==> src/rtl/pwr_rst_pkg.sv <==
// Shared types and constants for the power-on reset generator.
package pwr_rst_pkg;

  typedef enum logic [0:0] {
    StAssert   = 1'b0,
    StReleased = 1'b1
  } pwr_rst_state_e;

  localparam int unsigned ResetCyclesDefault = 16;
  localparam int unsigned RstCountW          = 8;

endpackage

==> src/rtl/power_on_reset_gen_if.sv <==
// Output bundle of the power-on reset generator.
// rst_count is present only when PWR_RST_COUNT_EN is defined.
interface power_on_reset_gen_if;
  import pwr_rst_pkg::*;

  logic rst_out;
  logic done;
`ifdef PWR_RST_COUNT_EN
  logic [RstCountW-1:0] rst_count;

  modport master (output rst_out, output done, output rst_count);
  modport slave  (input rst_out, input done, input rst_count);
`else
  modport master (output rst_out, output done);
  modport slave  (input rst_out, input done);
`endif

endinterface

==> src/rtl/power_on_reset_gen.sv <==
// Power-on reset generator: holds rst_out for RESET_CYCLES edges after power-up or rst.
// Optional sequence counter output enabled by PWR_RST_COUNT_EN.
module power_on_reset_gen
  import pwr_rst_pkg::*;
#(
  parameter int unsigned RESET_CYCLES = ResetCyclesDefault,
  localparam int unsigned CNT_W       = $clog2(RESET_CYCLES + 1)
) (
  input  logic                 clk,
  input  logic                 rst,
  power_on_reset_gen_if.master bus
);

  localparam logic [CNT_W-1:0] CntLast = CNT_W'(RESET_CYCLES - 1);

  // No reset exists at power-up, so state comes from register initial values.
  pwr_rst_state_e   state_q   = StAssert;
  pwr_rst_state_e   state_d;
  logic [CNT_W-1:0] cnt_q     = '0;
  logic [CNT_W-1:0] cnt_d;
  logic             rst_out_q = 1'b1;
  logic             rst_out_d;
  logic             done_q    = 1'b0;
  logic             done_d;
  logic             release_evt;

  always_comb begin
    state_d     = state_q;
    cnt_d       = cnt_q;
    rst_out_d   = rst_out_q;
    done_d      = done_q;
    release_evt = 1'b0;
    if (rst) begin
      state_d   = StAssert;
      cnt_d     = '0;
      rst_out_d = 1'b1;
      done_d    = 1'b0;
    end else begin
      unique case (state_q)
        StAssert: begin
          if (cnt_q == CntLast) begin
            state_d     = StReleased;
            rst_out_d   = 1'b0;
            done_d      = 1'b1;
            release_evt = 1'b1;
          end else begin
            cnt_d = cnt_q + 1'b1;
          end
        end
        StReleased: ;
        default: begin
          state_d   = StAssert;
          cnt_d     = '0;
          rst_out_d = 1'b1;
          done_d    = 1'b0;
        end
      endcase
    end
  end

  always_ff @(posedge clk) begin
    state_q   <= state_d;
    cnt_q     <= cnt_d;
    rst_out_q <= rst_out_d;
    done_q    <= done_d;
  end

  assign bus.rst_out = rst_out_q;
  assign bus.done    = done_q;

`ifdef PWR_RST_COUNT_EN
  // Survives rst so software can see how many reset sequences have completed.
  logic [RstCountW-1:0] rst_count_q = '0;

  always_ff @(posedge clk) begin
    if (release_evt && (rst_count_q != '1)) begin
      rst_count_q <= rst_count_q + 1'b1;
    end
  end

  assign bus.rst_count = rst_count_q;
`endif

endmodule

==> src/flat_wrapper.sv <==
// flat-port wrapper written by rule: the top's interface ports become plain ports
module power_on_reset_gen_flat import pwr_rst_pkg::*;
#(
  parameter int unsigned RESET_CYCLES = ResetCyclesDefault,
  localparam int unsigned CNT_W       = $clog2(RESET_CYCLES + 1)
)
  (clk, rst, bus_rst_out, bus_done);
  power_on_reset_gen_if bus_i ();
  input  logic clk;
  input  logic rst;
  output wire logic [$bits(bus_i.rst_out)-1:0] bus_rst_out;
  output wire logic [$bits(bus_i.done)-1:0] bus_done;
  assign bus_rst_out = bus_i.rst_out;
  assign bus_done = bus_i.done;
  power_on_reset_gen #(.RESET_CYCLES(RESET_CYCLES)) u_core (.clk(clk), .rst(rst), .bus(bus_i));
endmodule
==> config.mk <==
export PLATFORM = sky130hd
export DESIGN_NAME = power_on_reset_gen_flat
export DESIGN_NICKNAME = d
export VERILOG_FILES = /design/src/rtl/pwr_rst_pkg.sv /design/src/rtl/power_on_reset_gen_if.sv /design/src/rtl/power_on_reset_gen.sv /design/src/flat_wrapper.sv
export SDC_FILE = /design/constraint.sdc
export NUM_CORES = 1
export LEC_CHECK = 0
export ABC_CLOCK_PERIOD_IN_PS = 2500
export CAP_MARGIN = 15
export CELL_PAD_IN_SITES_DETAIL_PLACEMENT = 1
export CELL_PAD_IN_SITES_GLOBAL_PLACEMENT = 1
export CORE_AREA = 4 4 41 43
export CTS_CLUSTER_DIAMETER = 120
export DETAILED_ROUTE_END_ITERATION = 8
export DIE_AREA = 0 0 45 47
export GPL_ROUTABILITY_DRIVEN = 0
export GPL_TIMING_DRIVEN = 0
export PLACE_DENSITY = 0.57
export SLEW_MARGIN = 20
export SYNTH_ARGS = -nofsm -noshare
export SYNTH_HDL_FRONTEND = slang
export SYNTH_SLANG_ARGS = --single-unit
==> constraint.sdc <==
create_clock -name clk -period 2.5 [get_ports clk]
set_clock_uncertainty 0.05 [all_clocks]
set_input_delay 0.75 -clock clk [delete_from_list [all_inputs] [get_ports clk]]
set_output_delay 0.75 -clock clk [all_outputs]
set_load 0.05 [all_outputs]
==> results of run 1 <==
[stage by stage]
stage	setup WS [ns]	utilization, %	cells	total power [mW]
6_report	0.310	29.7	53	0.247
5_1_grt	0.256	29.7	53	0.263
4_1_cts	0.287	29.7	53	0.254
3_5_place_dp	0.579	28.0	50	0.150
3_3_place_gp	0.596	28.0	50	0.149
2_1_floorplan	0.838	-	33	0.147
[path summary, 6_finish.rpt]
check | slack [ns] | endpoint | cells past startpoint | from
setup / recovery | 0.31 | bus_done | 1 | u_core.bus.done
hold / removal | 0.41 | u_core.bus.rst_out | 1 | u_core.bus.rst_out
setup reg to reg | 0.71 | u_core.cnt_q[3] | 6 | u_core.cnt_q[0]
hold reg to reg | 0.41 | u_core.bus.rst_out | 1 | u_core.bus.rst_out
[power groups by stage]
stage               sequential (mW)  combinational [mW]  clock, mW
finish                        0.136              0.0117     0.0996
detailed placement            0.138              0.0118          0
CTS                           0.136              0.0120      0.107
global placement              0.138              0.0112          0
floorplan                     0.137             0.00995          0
global route                  0.136              0.0144      0.113
[sequential cells by signal, summed over array words and instances, names as in the netlist]
signal / flops
u_core.bus.rst_out: 1
u_core.bus.done: 1
u_core.cnt_q: 5
u_core.state_q: 1
[synth_stat cells (2+ instances only)]
master   instances
nor2_1           5
dfxtp_1          8
inv_1            2
a21oi_1          2
xnor2_1          2
ha_1             2
[cells by family after synthesis]
| kind of cell | Yosys count | share of synthesized area (%) |
|---|---|---|
| AO/OA/AOI/OAI | 5 | 9.23 |
| XOR/XNOR | 2 | 5.39 |
| adder cells (fa/ha/maj) | 2 | 7.69 |
| buffers and inverters | 3 | 3.46 |
| flip-flops | 8 | 49.2 |
| multiplexers | 1 | 4.61 |
| AND/OR/NAND/NOR | 12 | 20.4 |
[cell type report]
class                           count  share of cell area, %
Buffer                              1                  0.971
Clock buffer                        3                   5.83
Inverter                            2                   1.94
Multi-Input combinational cell     22                   39.8
Sequential cell                     8                   41.4
Tap cell                           15                   4.85
Timing Repair Buffer                2                   5.18
[metal layers]
layer / up-vias / GRT usage [%] / part of all wire (%)
li1: 122 / - / -
met1: 109 / 6.88 / 43
met2: 5 / 11.9 / 47
met3: 2 / 2.30 / 5.5
met4: 0 / 8.77 / 3.8
met5: - / 0 / 0
==> metrics.cfg, run 1 <==
[place]
dp_hpwl_um = 447
io_buffers = 2
place_area_um2 = 364

[clock_tree]
clk_latency_ns = 0.26
cts_root_buf = clkbuf_4
post_cts_resized = 0
cts_sinks = 8
cts_setup_buffers = 0
clk_pin_slew_ns = 0.06
holdBufCountCts = 0
clock_path_buffers = 2
htree_levels = 1
cts_buffers = 3
cts_tree = built

[worst_setup_path]
crit_type = reg -> out
crit_chain = clkdlybuf4s50_1
cp_top_family = buffers and inverters
critPathBufInv = 1
worstPathMaxFanout = 2
endpoint_kind = output pin
cp_slowest_cell = clkdlybuf4s50_1
critical_path_arrival_ns = 1.39
max_stage_delay_ns = 0.80
critPathLaunchType = flip-flop
required_ns = 1.70

[final_layout]
area_delta_synth_final_pct = 18.8
multi_input_area_um2 = 154
diodes = 0
drive_gt1_share_pct = 13.2
n_fill_cell = 164
nNetsFinal = 44
ff_latch_area_um2 = 160
final_cell_mix = dfxtp_1, nor2_1, clkbuf_4
layout_commonest_cell = dfxtp_1
postLayoutCellArea_um2 = 387

[routing]
postRouteWirelength_um = 584
wl_per_cell_um = 11.0
vias = 238
first_pass_iters = 2
drt-vias-per-instance = 4.49
drtIter0Drc = 1
drc = 0
ant_nets = 0

[global_route]
first_global_vias = 258
grt_pass1_wl_um = 1040
grt_max_degree = 10
antenna_found_initial = 0
grt.total_usage_pct = 7.37
overflow = 0

[sta]
final_max_slew_viol_count = 0
period_needed_ns = 2.19
fin_tns_setup_ns = 0
fin_crit_sh_pct = 87.6
hold_slack_ns = 0.405
rsz0062_at_grt = false
worst_pin_slew_ns = 0.491
setup_viol = 0
fmax_mhz = 457
hold_viol = 0
relSlewSlack_pct = 67.2

[die]
core_area_um2 = 1300
io_pins = 4
rows = 13
die_h_um = 47
start_util_pct = 25.0
die_w_um = 45
die_area_um2 = 2120

[status]
status = complete, no violations

[hold_path]
hp-class = reg -> reg

[pwr]
p_int_uw = 193
ir_drop_mv = 0.198
pwr-share-clk_pct = 40.3
pwr-share-comb_pct = 4.7
seqPwrFrac_pct = 54.9
power.density_nw_per_um2 = 639
leakage_nw = 0.155
p_sw_uw = 54.4
swShare_pct = 22.0

[logic_synthesis]
synth-warning-count = 0
ys_seq_elements = 8
synth_top_area_share_pct = 49.2
async_flop_share_pct = 0
synth_edf_count = 0
synthTopCellsByArea = dfxtp_1, ha_1, nor2_1
syn_area_um2 = 325
synth-seq-area-share_pct = 49.2
synth.distinct_cells = 18
avgSynthCellArea_um2 = 9.86
postSynthCellCount = 33
synth_fp_nets = 37
synth_ff_type = dfxtp_1
yosys.area.top_type = dfxtp_1

[flow_run]
drv_cap = 0

Power figures use the tool's default switching activity.
==> inputs of run 2 (changes only) <==
RECOVER_POWER = 100   (was unset)
==> metrics.cfg, run 2 (same netlist as run 1, synthesis figures left out) <==
[status]
status = complete, no violations

[global_route]
first_global_vias = 258  ; unchanged
grt_max_degree = 10  ; unchanged
grt_pass1_wl_um = 1040  ; unchanged
overflow = 0  ; unchanged
grt.total_usage_pct = 7.37  ; unchanged
antenna_found_initial = 0  ; unchanged

[die]
core_area_um2 = 1300  ; unchanged
die_h_um = 47  ; unchanged
io_pins = 4  ; unchanged
die_area_um2 = 2120  ; unchanged
start_util_pct = 25.0  ; unchanged
die_w_um = 45  ; unchanged
rows = 13  ; unchanged

[final_layout]
postLayoutCellArea_um2 = 375  ; -2.9%
diodes = 0  ; unchanged
drive_gt1_share_pct = 7.89  ; -5.3 points
final_cell_mix = dfxtp_1, nor2_1, clkbuf_4
final_util_pct = 28.8  ; -0.87 points
layout_commonest_cell = dfxtp_1
finalNonFillerCells = 53  ; unchanged
top_register = u_core.cnt_q
nNetsFinal = 44  ; unchanged
largest_reg_flops = 5  ; unchanged
n_fill_cell = 166  ; +1.2%
area_delta_synth_final_pct = 15.4

[clock_tree]
cts_buffers = 3  ; unchanged
clock_path_buffers = 2  ; unchanged
cts_tree = built
htree_levels = 1  ; unchanged
cts_sinks = 8  ; unchanged
cts_setup_buffers = 0  ; unchanged
clk_latency_ns = 0.26  ; about the same
cts_root_buf = clkbuf_4
clk_pin_slew_ns = 0.06  ; about the same
holdBufCountCts = 0  ; unchanged
post_cts_resized = 0  ; unchanged

[place]
pre_cts_ws_ns = 0.579  ; unchanged
io_buffers = 2  ; unchanged
placed_cells = 50  ; unchanged
dp_hpwl_um = 447  ; unchanged
place_area_um2 = 364  ; unchanged

[sta]
fin_crit_sh_pct = 90.2  ; +2.6 points
fmax_mhz = 443  ; -2.9%
relSlewSlack_pct = 66.7  ; -0.48 points
hold_viol = 0  ; unchanged
setup_ws_ns = 0.244  ; -0.0662 ns
final_max_slew_viol_count = 0  ; unchanged
period_needed_ns = 2.26  ; +0.0662 ns
setup_viol = 0  ; unchanged
rsz0062_at_grt = false
fin_tns_setup_ns = 0  ; unchanged
worst_pin_slew_ns = 0.498  ; +0.00702 ns

[routing]
drtIter0Drc = 1  ; unchanged
wl_per_cell_um = 11.0  ; unchanged
ant_nets = 0  ; unchanged
vias = 238  ; unchanged
postRouteWirelength_um = 584  ; unchanged
drt-vias-per-instance = 4.49  ; unchanged
drc = 0  ; unchanged
first_pass_iters = 2  ; unchanged

[worst_setup_path]
critPathLaunchType = flip-flop
cp_top_family = buffers and inverters
critPathBufInv = 1  ; unchanged
critical_path_arrival_ns = 1.46  ; +0.07 ns
max_stage_delay_ns = 0.87  ; +0.07 ns
required_ns = 1.70  ; about the same
r2r_cells = 6  ; unchanged
worstPathMaxFanout = 2  ; unchanged
path_depth = 1  ; unchanged
crit_chain = dlygate4sd3_1
crit_type = reg -> out
cp_slowest_cell = dlygate4sd3_1
endpoint_kind = output pin

[flow_run]
drv_cap = 0  ; unchanged

[hold_path]
min_path_cells = 1  ; unchanged
hp-class = reg -> reg

[pwr]
ir_drop_mv = 0.198  ; about the same
power.density_nw_per_um2 = 657  ; +2.8%
leakage_nw = 0.150  ; -3.5%

[run 2: layer usage]
metal	global-route usage, %	up-vias	wire length [um]
met4	8.77	0	22
met1	6.88	110	253
li1	-	121	-
met2	11.9	5	276
met3	2.30	2	32
met5	0	-	0
[run 2: metrics by stage]
| step | power (mW) | hold WS (ns) |
|---|---|---|
| after floorplan | 0.147 | 0.421 |
| after global placement | 0.149 | 0.382 |
| after detailed placement | 0.150 | 0.402 |
| after CTS | 0.254 | 0.416 |
| after global routing | 0.263 | 0.431 |
| final | 0.247 | 0.400 |
[run 2: cell type report]
class,instances,area [um2],share of cell area (%)
clock buffers,3,22.5,6.00
inverters,2,7.51,2.00
multi-input cells,22,143,38.0
well taps,15,18.8,5.00
plain buffers,1,3.75,1.00
repair buffers,2,20.0,5.33
flip-flops and latches,8,160,42.7
[run 2: where the power goes]
group	internal (mW)	leakage, nW	switching, mW
Clock	0.0550	0.0138	0.0444
Sequential	0.132	0.0651	0.00368
Combinational	0.00553	0.0707	0.00595
Total	0.192	0.150	0.0541
[run 2: final timing paths]
check                startpoint  slack, ns                  to
max             u_core.bus.done       0.24            bus_done
min          u_core.bus.rst_out       0.40  u_core.bus.rst_out
max reg2reg     u_core.cnt_q[0]       0.55     u_core.cnt_q[3]
min reg2reg  u_core.bus.rst_out       0.40  u_core.bus.rst_out
